`src/rtl/ula_pkg.sv`:
```
// Shared definitions for the shared-ALU scheduler: func codes, FSM encoding,
// default multicycle latencies and the two special operand values for divide.
package ula_pkg;

    localparam logic [3:0] FUNC_ADD = 4'b0000;
    localparam logic [3:0] FUNC_SUB = 4'b0001;
    localparam logic [3:0] FUNC_MUL = 4'b0010;
    localparam logic [3:0] FUNC_DIV = 4'b0011;
    localparam logic [3:0] FUNC_AND = 4'b0100;
    localparam logic [3:0] FUNC_OR  = 4'b0101;

    localparam int DEF_MUL_LAT = 2;
    localparam int DEF_DIV_LAT = 4;

    localparam logic [31:0] INT_MIN = 32'h8000_0000;
    localparam logic [31:0] NEG_ONE = 32'hFFFF_FFFF;

    typedef enum logic [1:0] {
        ST_IDLE = 2'd0,
        ST_EXEC = 2'd1,
        ST_RESP = 2'd2
    } state_t;

    function automatic logic is_valid_func(input logic [3:0] func);
        return (func <= FUNC_OR);
    endfunction

endpackage

```
`src/rtl/ula_sched_ula.sv`:
```
// Combinational ALU shared by both requesters; returns raw result and raw
// signed overflow, which the scheduler may override.
module ula
    import ula_pkg::*;
(
    input  logic [3:0]  func,
    input  logic [31:0] a,
    input  logic [31:0] b,
    output logic [31:0] result,
    output logic        overflow
);

    logic [31:0]        sum;
    logic [31:0]        diff;
    logic [31:0]        product;
    logic [31:0]        safe_b;
    logic signed [31:0] quotient;

    assign sum     = a + b;
    assign diff    = a - b;
    assign product = a * b;

    // Substitute a harmless divisor for the cases the scheduler handles itself,
    // so the divider never sees a trapping operand pair.
    assign safe_b   = ((b == 32'd0) || ((a == INT_MIN) && (b == NEG_ONE))) ? 32'd1 : b;
    assign quotient = $signed(a) / $signed(safe_b);

    always_comb begin
        result   = 32'd0;
        overflow = 1'b0;
        case (func)
            FUNC_ADD: begin
                result   = sum;
                overflow = (a[31] == b[31]) && (sum[31] != a[31]);
            end
            FUNC_SUB: begin
                result   = diff;
                overflow = (a[31] != b[31]) && (diff[31] != a[31]);
            end
            FUNC_MUL: result = product;
            FUNC_DIV: result = quotient;
            FUNC_AND: result = a & b;
            FUNC_OR:  result = a | b;
            default: begin
                result   = 32'd0;
                overflow = 1'b0;
            end
        endcase
    end

endmodule

```
`src/rtl/ula_sched.sv`:
```
// Round-robin scheduler giving two requesters access to one multicycle ALU,
// returning each result with cleaned-up flags over a valid/ready channel.
module ula_sched
    import ula_pkg::*;
#(
    parameter int MUL_LAT = DEF_MUL_LAT,
    parameter int DIV_LAT = DEF_DIV_LAT
) (
    input  logic        clk,
    input  logic        rst_n,

    input  logic        req0_valid,
    output logic        req0_ready,
    input  logic [3:0]  req0_func,
    input  logic [31:0] req0_a,
    input  logic [31:0] req0_b,

    input  logic        req1_valid,
    output logic        req1_ready,
    input  logic [3:0]  req1_func,
    input  logic [31:0] req1_a,
    input  logic [31:0] req1_b,

    output logic        rsp_valid,
    input  logic        rsp_ready,
    output logic        rsp_id,
    output logic [31:0] rsp_result,
    output logic        rsp_overflow,
    output logic        rsp_zero,
    output logic        rsp_error,

    output logic        busy
);

    localparam int MAX_LAT = (MUL_LAT > DIV_LAT) ? MUL_LAT : DIV_LAT;
    localparam int CNT_W   = $clog2(MAX_LAT) + 1;

    state_t             state;
    state_t             next_state;

    logic               last;
    logic               grant;
    logic               accept;
    logic               finish;

    logic [3:0]         sel_func;
    logic [31:0]        sel_a;
    logic [31:0]        sel_b;
    logic [CNT_W-1:0]   load_cnt;

    logic [3:0]         op_func;
    logic [31:0]        op_a;
    logic [31:0]        op_b;
    logic               op_id;
    logic [CNT_W-1:0]   cnt;

    logic [31:0]        alu_result;
    logic               alu_overflow;

    logic [31:0]        fin_result;
    logic               fin_overflow;
    logic               fin_error;

    // Contested requests go to the port not served last; otherwise to whoever asks.
    always_comb begin
        grant = 1'b0;
        if (req0_valid && req1_valid) begin
            grant = ~last;
        end else if (req1_valid) begin
            grant = 1'b1;
        end
    end

    assign sel_func = grant ? req1_func : req0_func;
    assign sel_a    = grant ? req1_a    : req0_a;
    assign sel_b    = grant ? req1_b    : req0_b;

    always_comb begin
        load_cnt = '0;
        case (sel_func)
            FUNC_MUL: load_cnt = CNT_W'(MUL_LAT - 1);
            FUNC_DIV: load_cnt = CNT_W'(DIV_LAT - 1);
            default:  load_cnt = '0;
        endcase
    end

    always_comb begin
        next_state = state;
        req0_ready = 1'b0;
        req1_ready = 1'b0;
        accept     = 1'b0;
        finish     = 1'b0;
        case (state)
            ST_IDLE: begin
                if (rst_n && (req0_valid || req1_valid)) begin
                    accept     = 1'b1;
                    req0_ready = ~grant;
                    req1_ready = grant;
                    next_state = ST_EXEC;
                end
            end
            ST_EXEC: begin
                if (cnt == '0) begin
                    finish     = 1'b1;
                    next_state = ST_RESP;
                end
            end
            ST_RESP: begin
                if (rsp_ready) begin
                    next_state = ST_IDLE;
                end
            end
            default: next_state = ST_IDLE;
        endcase
    end

    ula u_ula (
        .func     (op_func),
        .a        (op_a),
        .b        (op_b),
        .result   (alu_result),
        .overflow (alu_overflow)
    );

    // Divide corner cases are resolved here; the ALU quotient is ignored for them.
    always_comb begin
        fin_result   = alu_result;
        fin_overflow = 1'b0;
        fin_error    = 1'b0;
        if (!is_valid_func(op_func)) begin
            fin_result = 32'd0;
            fin_error  = 1'b1;
        end else if (op_func == FUNC_DIV) begin
            if (op_b == 32'd0) begin
                fin_result   = 32'd0;
                fin_overflow = 1'b1;
            end else if ((op_a == INT_MIN) && (op_b == NEG_ONE)) begin
                fin_result   = INT_MIN;
                fin_overflow = 1'b1;
            end
        end else if ((op_func == FUNC_ADD) || (op_func == FUNC_SUB)) begin
            fin_overflow = alu_overflow;
        end
    end

    always_ff @(posedge clk) begin
        if (!rst_n) begin
            state        <= ST_IDLE;
            last         <= 1'b1;
            op_func      <= 4'd0;
            op_a         <= 32'd0;
            op_b         <= 32'd0;
            op_id        <= 1'b0;
            cnt          <= '0;
            rsp_id       <= 1'b0;
            rsp_result   <= 32'd0;
            rsp_overflow <= 1'b0;
            rsp_zero     <= 1'b0;
            rsp_error    <= 1'b0;
        end else begin
            state <= next_state;
            if (accept) begin
                op_func <= sel_func;
                op_a    <= sel_a;
                op_b    <= sel_b;
                op_id   <= grant;
                last    <= grant;
                cnt     <= load_cnt;
            end else if ((state == ST_EXEC) && (cnt != '0)) begin
                cnt <= cnt - 1'b1;
            end
            if (finish) begin
                rsp_id       <= op_id;
                rsp_result   <= fin_result;
                rsp_overflow <= fin_overflow;
                rsp_zero     <= (fin_result == 32'd0);
                rsp_error    <= fin_error;
            end
        end
    end

    assign rsp_valid = (state == ST_RESP);
    assign busy      = (state != ST_IDLE);

endmodule

```
`config.mk`:
```
export PLATFORM = sky130hd
export DESIGN_NAME = ula_sched
export DESIGN_NICKNAME = d
export VERILOG_FILES = /design/src/rtl/ula_pkg.sv /design/src/rtl/ula_sched_ula.sv /design/src/rtl/ula_sched.sv
export SDC_FILE = /design/constraint.sdc
export NUM_CORES = 2
export LEC_CHECK = 0
export CAP_MARGIN = 20
export CORE_MARGIN = 2
export CORE_UTILIZATION = 50
export DETAILED_ROUTE_END_ITERATION = 10
export MAX_ROUTING_LAYER = met4
export PLACE_DENSITY = 0.79
export RECOVER_POWER = 100
export SLEW_MARGIN = 20
export SYNTH_ARGS = -nofsm -noshare
export SYNTH_HDL_FRONTEND = slang
export SYNTH_SLANG_ARGS = --single-unit
```
`constraint.sdc`:
```
create_clock -name clk -period 144.4 [get_ports clk]
set_clock_uncertainty 0.05 [all_clocks]
set_input_delay 14.44 -clock clk [delete_from_list [all_inputs] [get_ports clk]]
set_output_delay 14.44 -clock clk [all_outputs]
set_load 0.02 [all_outputs]
```
After elaboration in Yosys (flattened, before gate mapping)

Cells that the tools add are included.

Output and inout bits: 40
Bits of input ports: 141
Bits in registers: 111

Eq/ne operators: 18
$add $sub $neg: 3
Reduce and logical (&&, ||, !) cells: 18
Order comparisons: 1
Multipliers: 1
Multiplexer cells: 33
Div/mod/pow operators: 1
Bitwise logic cells: 4

Operator list:

| cell                                                                             | count |
|---|---|
| 32-bit 2-to-1 mux                                                                | 7 |
| 32-bit one-hot mux with 6 select lines                                           | 1 |
| 32-bit == test, second input constant                                            | 2 |
| 32-bit zero test                                                                 | 2 |
| 32-bit adder                                                                     | 1 |
| 32-bit AND                                                                       | 1 |
| 32-bit by 32-bit divider with 32-bit output                                      | 1 |
| 32-bit by 32-bit multiplier with 32-bit output                                   | 1 |
| 32-bit bitwise OR                                                                | 1 |
| 32-bit subtractor                                                                | 1 |
| 4-bit by 2-bit == test with 1-bit output, second input constant                  | 4 |
| 1-bit 2-to-1 mux                                                                 | 16 |
| 4-bit by 3-bit == test with 1-bit output, second input constant                  | 2 |
| 1-bit logical AND                                                                | 6 |
| 2-bit 2-to-1 mux                                                                 | 3 |
| 3-bit 2-to-1 mux                                                                 | 2 |
| 2-bit one-hot mux with 3 select lines                                            | 1 |
| 4-bit by 1-bit == test with 1-bit output, second input constant                  | 1 |
| 4-bit by 3-bit less-or-equal comparator with 1-bit output, second input constant | 1 |
| 4-bit zero test                                                                  | 1 |
| 4-bit 2-to-1 mux                                                                 | 1 |
| 2-bit inequality test, second input constant                                     | 2 |
| 2-bit one-hot mux with 2 select lines                                            | 1 |
| 2-bit nonzero test                                                               | 2 |
| 13 further kinds                                                                 | 18 |

Depth between registers and ports, before layout

Depth after elaboration: 11
Gate-level depth with buffers: 413
Mapped depth without buffers: 374

Hierarchy

A second synthesis with hierarchy kept.

Cell total of the unflattened synthesis: 7385
Area total of the unflattened synthesis: 54414.7 um^2

By module, submodules not included:

| module    | cells each | area an instance (um^2) | seq. area each (um^2) | instances |
|---|---|---|---|---|
| ula       | 6954       | 49959.2                 | 0.0                   | 1 |
| ula_sched | 431        | 4455.5                  | 2222.1                | 1 |

Worst setup path after synthesis

Ideal clock, no wire load.

Path type: register -> register
From: reg op_a[1]
To: reg rsp_zero
Stages on the path, launching flop included: 367
Path slack: 62.251 ns
Path buffers: 52
Clock period less this slack: 82.149 ns
Arrival: 82.039 ns
Data required time: 144.289 ns
Cells stage by stage: dfxtp_1 > clkbuf_1 > inv_1 > buf_1 > ha_1 > or3b_1 > clkbuf_1 > or4_1 > clkbuf_1 > or4_4 > o21ai_0 > nor2_1 > ha_1 > or4b_2 > o41ai_1 > xnor2_1 > nand2_1 > nor4_1 > [... 331 more ...] > mux2_2 > ha_1 > nand4_1 > nor2_1 > a21oi_1 > o211ai_1 > a31oi_1 > o21ai_0 > inv_1 > nand4_1 > or3_1 > o41ai_1 > xnor2_1 > o31ai_1 > a221oi_1 > a21oi_1 > nor4_1 > a32o_1

Word-level cells in the longest chain between the ends: 11

RTL lines:

| element                                     | line                                  | text |
|---|---|---|
| start: declaration                          | ula_sched.sv:52                       | `logic [31:0] op_a;` |
| start signal: assignment                    | ula_sched.sv:164                      | `op_a <= sel_a;` |
| 32-bit == test                              | ula_sched_ula.sv:25, ula_sched.sv:137 |  |
| 1-bit logical AND                           | ula_sched_ula.sv:25, ula_sched.sv:137 |  |
| 1-bit logical OR                            | ula_sched_ula.sv:25                   | `assign safe_b = ((b == 32'd0) \|\| ((a == INT_MIN) && (b == NEG_ONE))) ? 32'd1 : b;` |
| 32-bit 2-to-1 mux                           | ula_sched_ula.sv:25                   |  |
| 32-bit by 32-bit divider with 32-bit output | ula_sched_ula.sv:26                   | `assign quotient = $signed(a) / $signed(safe_b);` |
| 32-bit one-hot mux with 6 select lines      | ula_sched_ula.sv:31                   | `case (func)` |
| 32-bit 2-to-1 mux                           | ula_sched.sv:137                      | `end else if ((op_a == INT_MIN) && (op_b == NEG_ONE)) begin` |
| 32-bit 2-to-1 mux                           | ula_sched.sv:134                      | `if (op_b == 32'd0) begin` |
| 32-bit 2-to-1 mux *                         | ula_sched.sv:133                      | `end else if (op_func == FUNC_DIV) begin` |
| 32-bit 2-to-1 mux *                         | ula_sched.sv:130                      | `if (!is_valid_func(op_func)) begin` |
| 32-bit zero test *                          | ula_sched.sv:176                      | `rsp_zero <= (fin_result == 32'd0);` |
| end signal: assignment                      | ula_sched.sv:176                      |  |
| end: declaration                            | ula_sched.sv:29                       | `output logic rsp_zero,` |

Mark *: on every way between the ends. The rest lies on a longest branch, timed or not.
A chain may end at the register's enable or synchronous reset.

Worst setup path in the final report

From: reg op_a[0]
To: reg rsp_zero

The elaborated chain is that of the path after synthesis.

==> impl_metrics.env <==
export IMPL_cts_made_buffers=9
export IMPL_grt_pass1_wl_mm=375
export IMPL_avgRoutedWirePerCell_um=28.8
export IMPL_cts_hold_buf=0
export IMPL_final_cell_count_no_fill=8918
export IMPL_synth_seq_cells=111
export IMPL_place_inst=8891
export IMPL_critPathLaunchType="flop"
export IMPL_grt_max_degree=67
export IMPL_path_clk_slew_ps=100
export IMPL_dpl_hpwl_mm=199
export IMPL_synth_compound_area_share_pct=23.6
export IMPL_clock_path_buffers=2
export IMPL_cp_data_required_time_ps=144760
export IMPL_rows=120
export IMPL_slew_violations=349
export IMPL_grt_pass1_vias=58097
export IMPL_synth_edf_count=0
export IMPL_syn_inst=7469
export IMPL_timing_fmax_mhz=9.11
export IMPL_synth_top_family_by_area="adder cells"
export IMPL_worst_path_max_delay_cell="or2_0"
export IMPL_muxShareOfSynthArea_pct=2.15
export IMPL_violations="capacitance limit, slew limit"
export IMPL_setup_tns_final_ps=0
export IMPL_drc_errors=0
export IMPL_dr_pass1_iters=9
export IMPL_routed_wl_mm=257
export IMPL_area_growth_pct=7.71
export IMPL_hold_viol=0
export IMPL_fin_hold_ws_ps=404
export IMPL_route_antenna_remaining_nets=0
export IMPL_setup_viol=0
export IMPL_ctsResizeCount=0
export IMPL_n_fill_cell=10382
export IMPL_synth_area_top_cells="ha_1, fa_1, nand2_1"
export IMPL_grt_usage_pct=46.4
export IMPL_die_w_um=333
export IMPL_synth_xor_xnor_area_share_pct=8.32
export IMPL_finalCriticalPeriod_ps=109790
export IMPL_finalCritPeriodShare_pct=76.0
export IMPL_multi_input_area_mm2=0.0480
export IMPL_hold_class="reg -> reg"
export IMPL_drt_iter0_drc=8284
export IMPL_clock_latency_ps=480
export IMPL_worstMarginPinSlew_ps=4160
export IMPL_die_h_um=333
export IMPL_critical_path_class="reg -> reg"
export IMPL_avgSynthCellArea_um2=7.23
export IMPL_synth_seq_area_share_pct=4.11
export IMPL_grt_remaining_overflow=0
export IMPL_antenna_found_initial=11
export IMPL_arrival_ps=110150
export IMPL_yosysUniqueCellTypes=93
export IMPL_yosys_area_share_simple_pct=21.7
export IMPL_viasPerCell=6.75
export IMPL_cp_slowest_stage_delay_ps=1800
export IMPL_netlist_area_mm2=0.0540
export IMPL_async_flop_share_pct=0
export IMPL_synth_top_area_cell="ha_1"
export IMPL_portBuffers=180
export IMPL_start_util_pct=50.5
export IMPL_cp_max_fo=36
export IMPL_max_slew_margin_pct=-178
export IMPL_rsz0062_at_grt="no"
export IMPL_coreArea_mm2=0.107
export IMPL_cts_sinks=111
export IMPL_ys_warn_count=0
export IMPL_die_area_mm2=0.111
export IMPL_regArea_mm2=0.00222
export IMPL_gp_congestion=1.11
export IMPL_cts_tree="yes"
export IMPL_finalNetCount=8803
export IMPL_final_cell_mix="nand2_1, nor2_1, ha_1"
export IMPL_ios=181
export IMPL_post_cts_setup_buffers=0
export IMPL_cp_end_kind="flop"
export IMPL_final_common_cell="nand2_1"
export IMPL_htreeDepth=3
export IMPL_yosysTopAreaCellShare_pct=17.4
export IMPL_cts_root_buf="clkbuf_16"
export IMPL_synth_nets=8772
export IMPL_max_cap_violations=10
export IMPL_post_route_cells_drive_above_1_share_pct=5.26
export IMPL_path_common_cell="ha_1"
export IMPL_via_count=60199
export IMPL_outcome="finished with violations"
export IMPL_synth_ff_type="dfxtp_1"
export IMPL_synthAdderAreaFrac_pct=32.6
-- stage by stage --
stage,instance area [um2],worst slack [ps],utilization [%]
after floorplan,54000,62250,-
after global placement,57900,50520,54.1
after detailed placement,57900,47910,54.1
after CTS,58200,47600,54.4
after global routing,58200,28860,54.3
final,58200,34610,54.4
-- final timing paths --
path | from | slack [ps] | depth (start not counted) | to
worst max-delay path | op_a[0] | 34610 | 346 | rsp_zero
worst min-delay path | rsp_result[2] | 400 | 2 | rsp_result[2]
worst max register to register | op_a[0] | 34610 | 346 | rsp_zero
worst min register to register | rsp_result[2] | 400 | 2 | rsp_result[2]
-- cell usage after synthesis, types with 65 or more instances --
cell type  count
clkbuf_1     272
o21ai_0      339
nand3_1      162
inv_1        722
nor2_1       815
o31ai_1       74
fa_1         410
a211oi_1      68
a21o_1       191
nand2_1      865
ha_1         752
mux2_2        77
nor3_1       219
o21a_1       150
a31oi_1       88
xnor2_1      347
dfxtp_1      111
a21oi_1      488
xor2_1       166
nor2b_1       65
nand4_1       74
-- per-layer routing --
layer	up-vias	routed length, um	global-route usage, %
li1	26237	-	-
met1	28466	97900	58.3
met2	4398	103000	65.5
met3	1098	35600	12.6
met4	0	20800	29.4
met5	-	0	-
-- sequential cells by signal, indices dropped and copies added, names as in the netlist, 2 cells and up --
name        cells
state           2
op_b           32
op_a           32
cnt             3
op_func         4
rsp_result     32
-- worst max-delay path, delay by kind of cell, from the launching register on --
kind / cells / cell delay (ps)
multiplexers: 4 / 1740
AND/OR/NAND/NOR: 111 / 39780
adder cells (fa/ha/maj): 34 / 10850
AO/OA/AOI/OAI: 177 / 47200
buffers and inverters: 20 / 9470
flip-flops: 1 / 300
-- logic make-up after synthesis --
| kind of cell | Yosys count |
|---|---|
| AO/OA/AOI/OAI | 1906 |
| XOR/XNOR | 513 |
| adder cells (fa/ha/maj) | 1162 |
| buffers and inverters | 1073 |
| flip-flops | 111 |
| multiplexers | 106 |
| AND/OR/NAND/NOR | 2598 |
-- layout make-up --
type                    instances  area share (%)
clock buffers                   9           0.387
multi-input cells            6285            82.5
inverters                     733            4.73
well taps                    1403            3.02
repair buffers                360            5.31
diodes                         10          0.0430
clock inverters                 7           0.168
flip-flops and latches        111            3.82
Power is left out: the tool's default activity adds up to more than one toggle a clock period on the data nets, which glitch-free logic cannot reach.
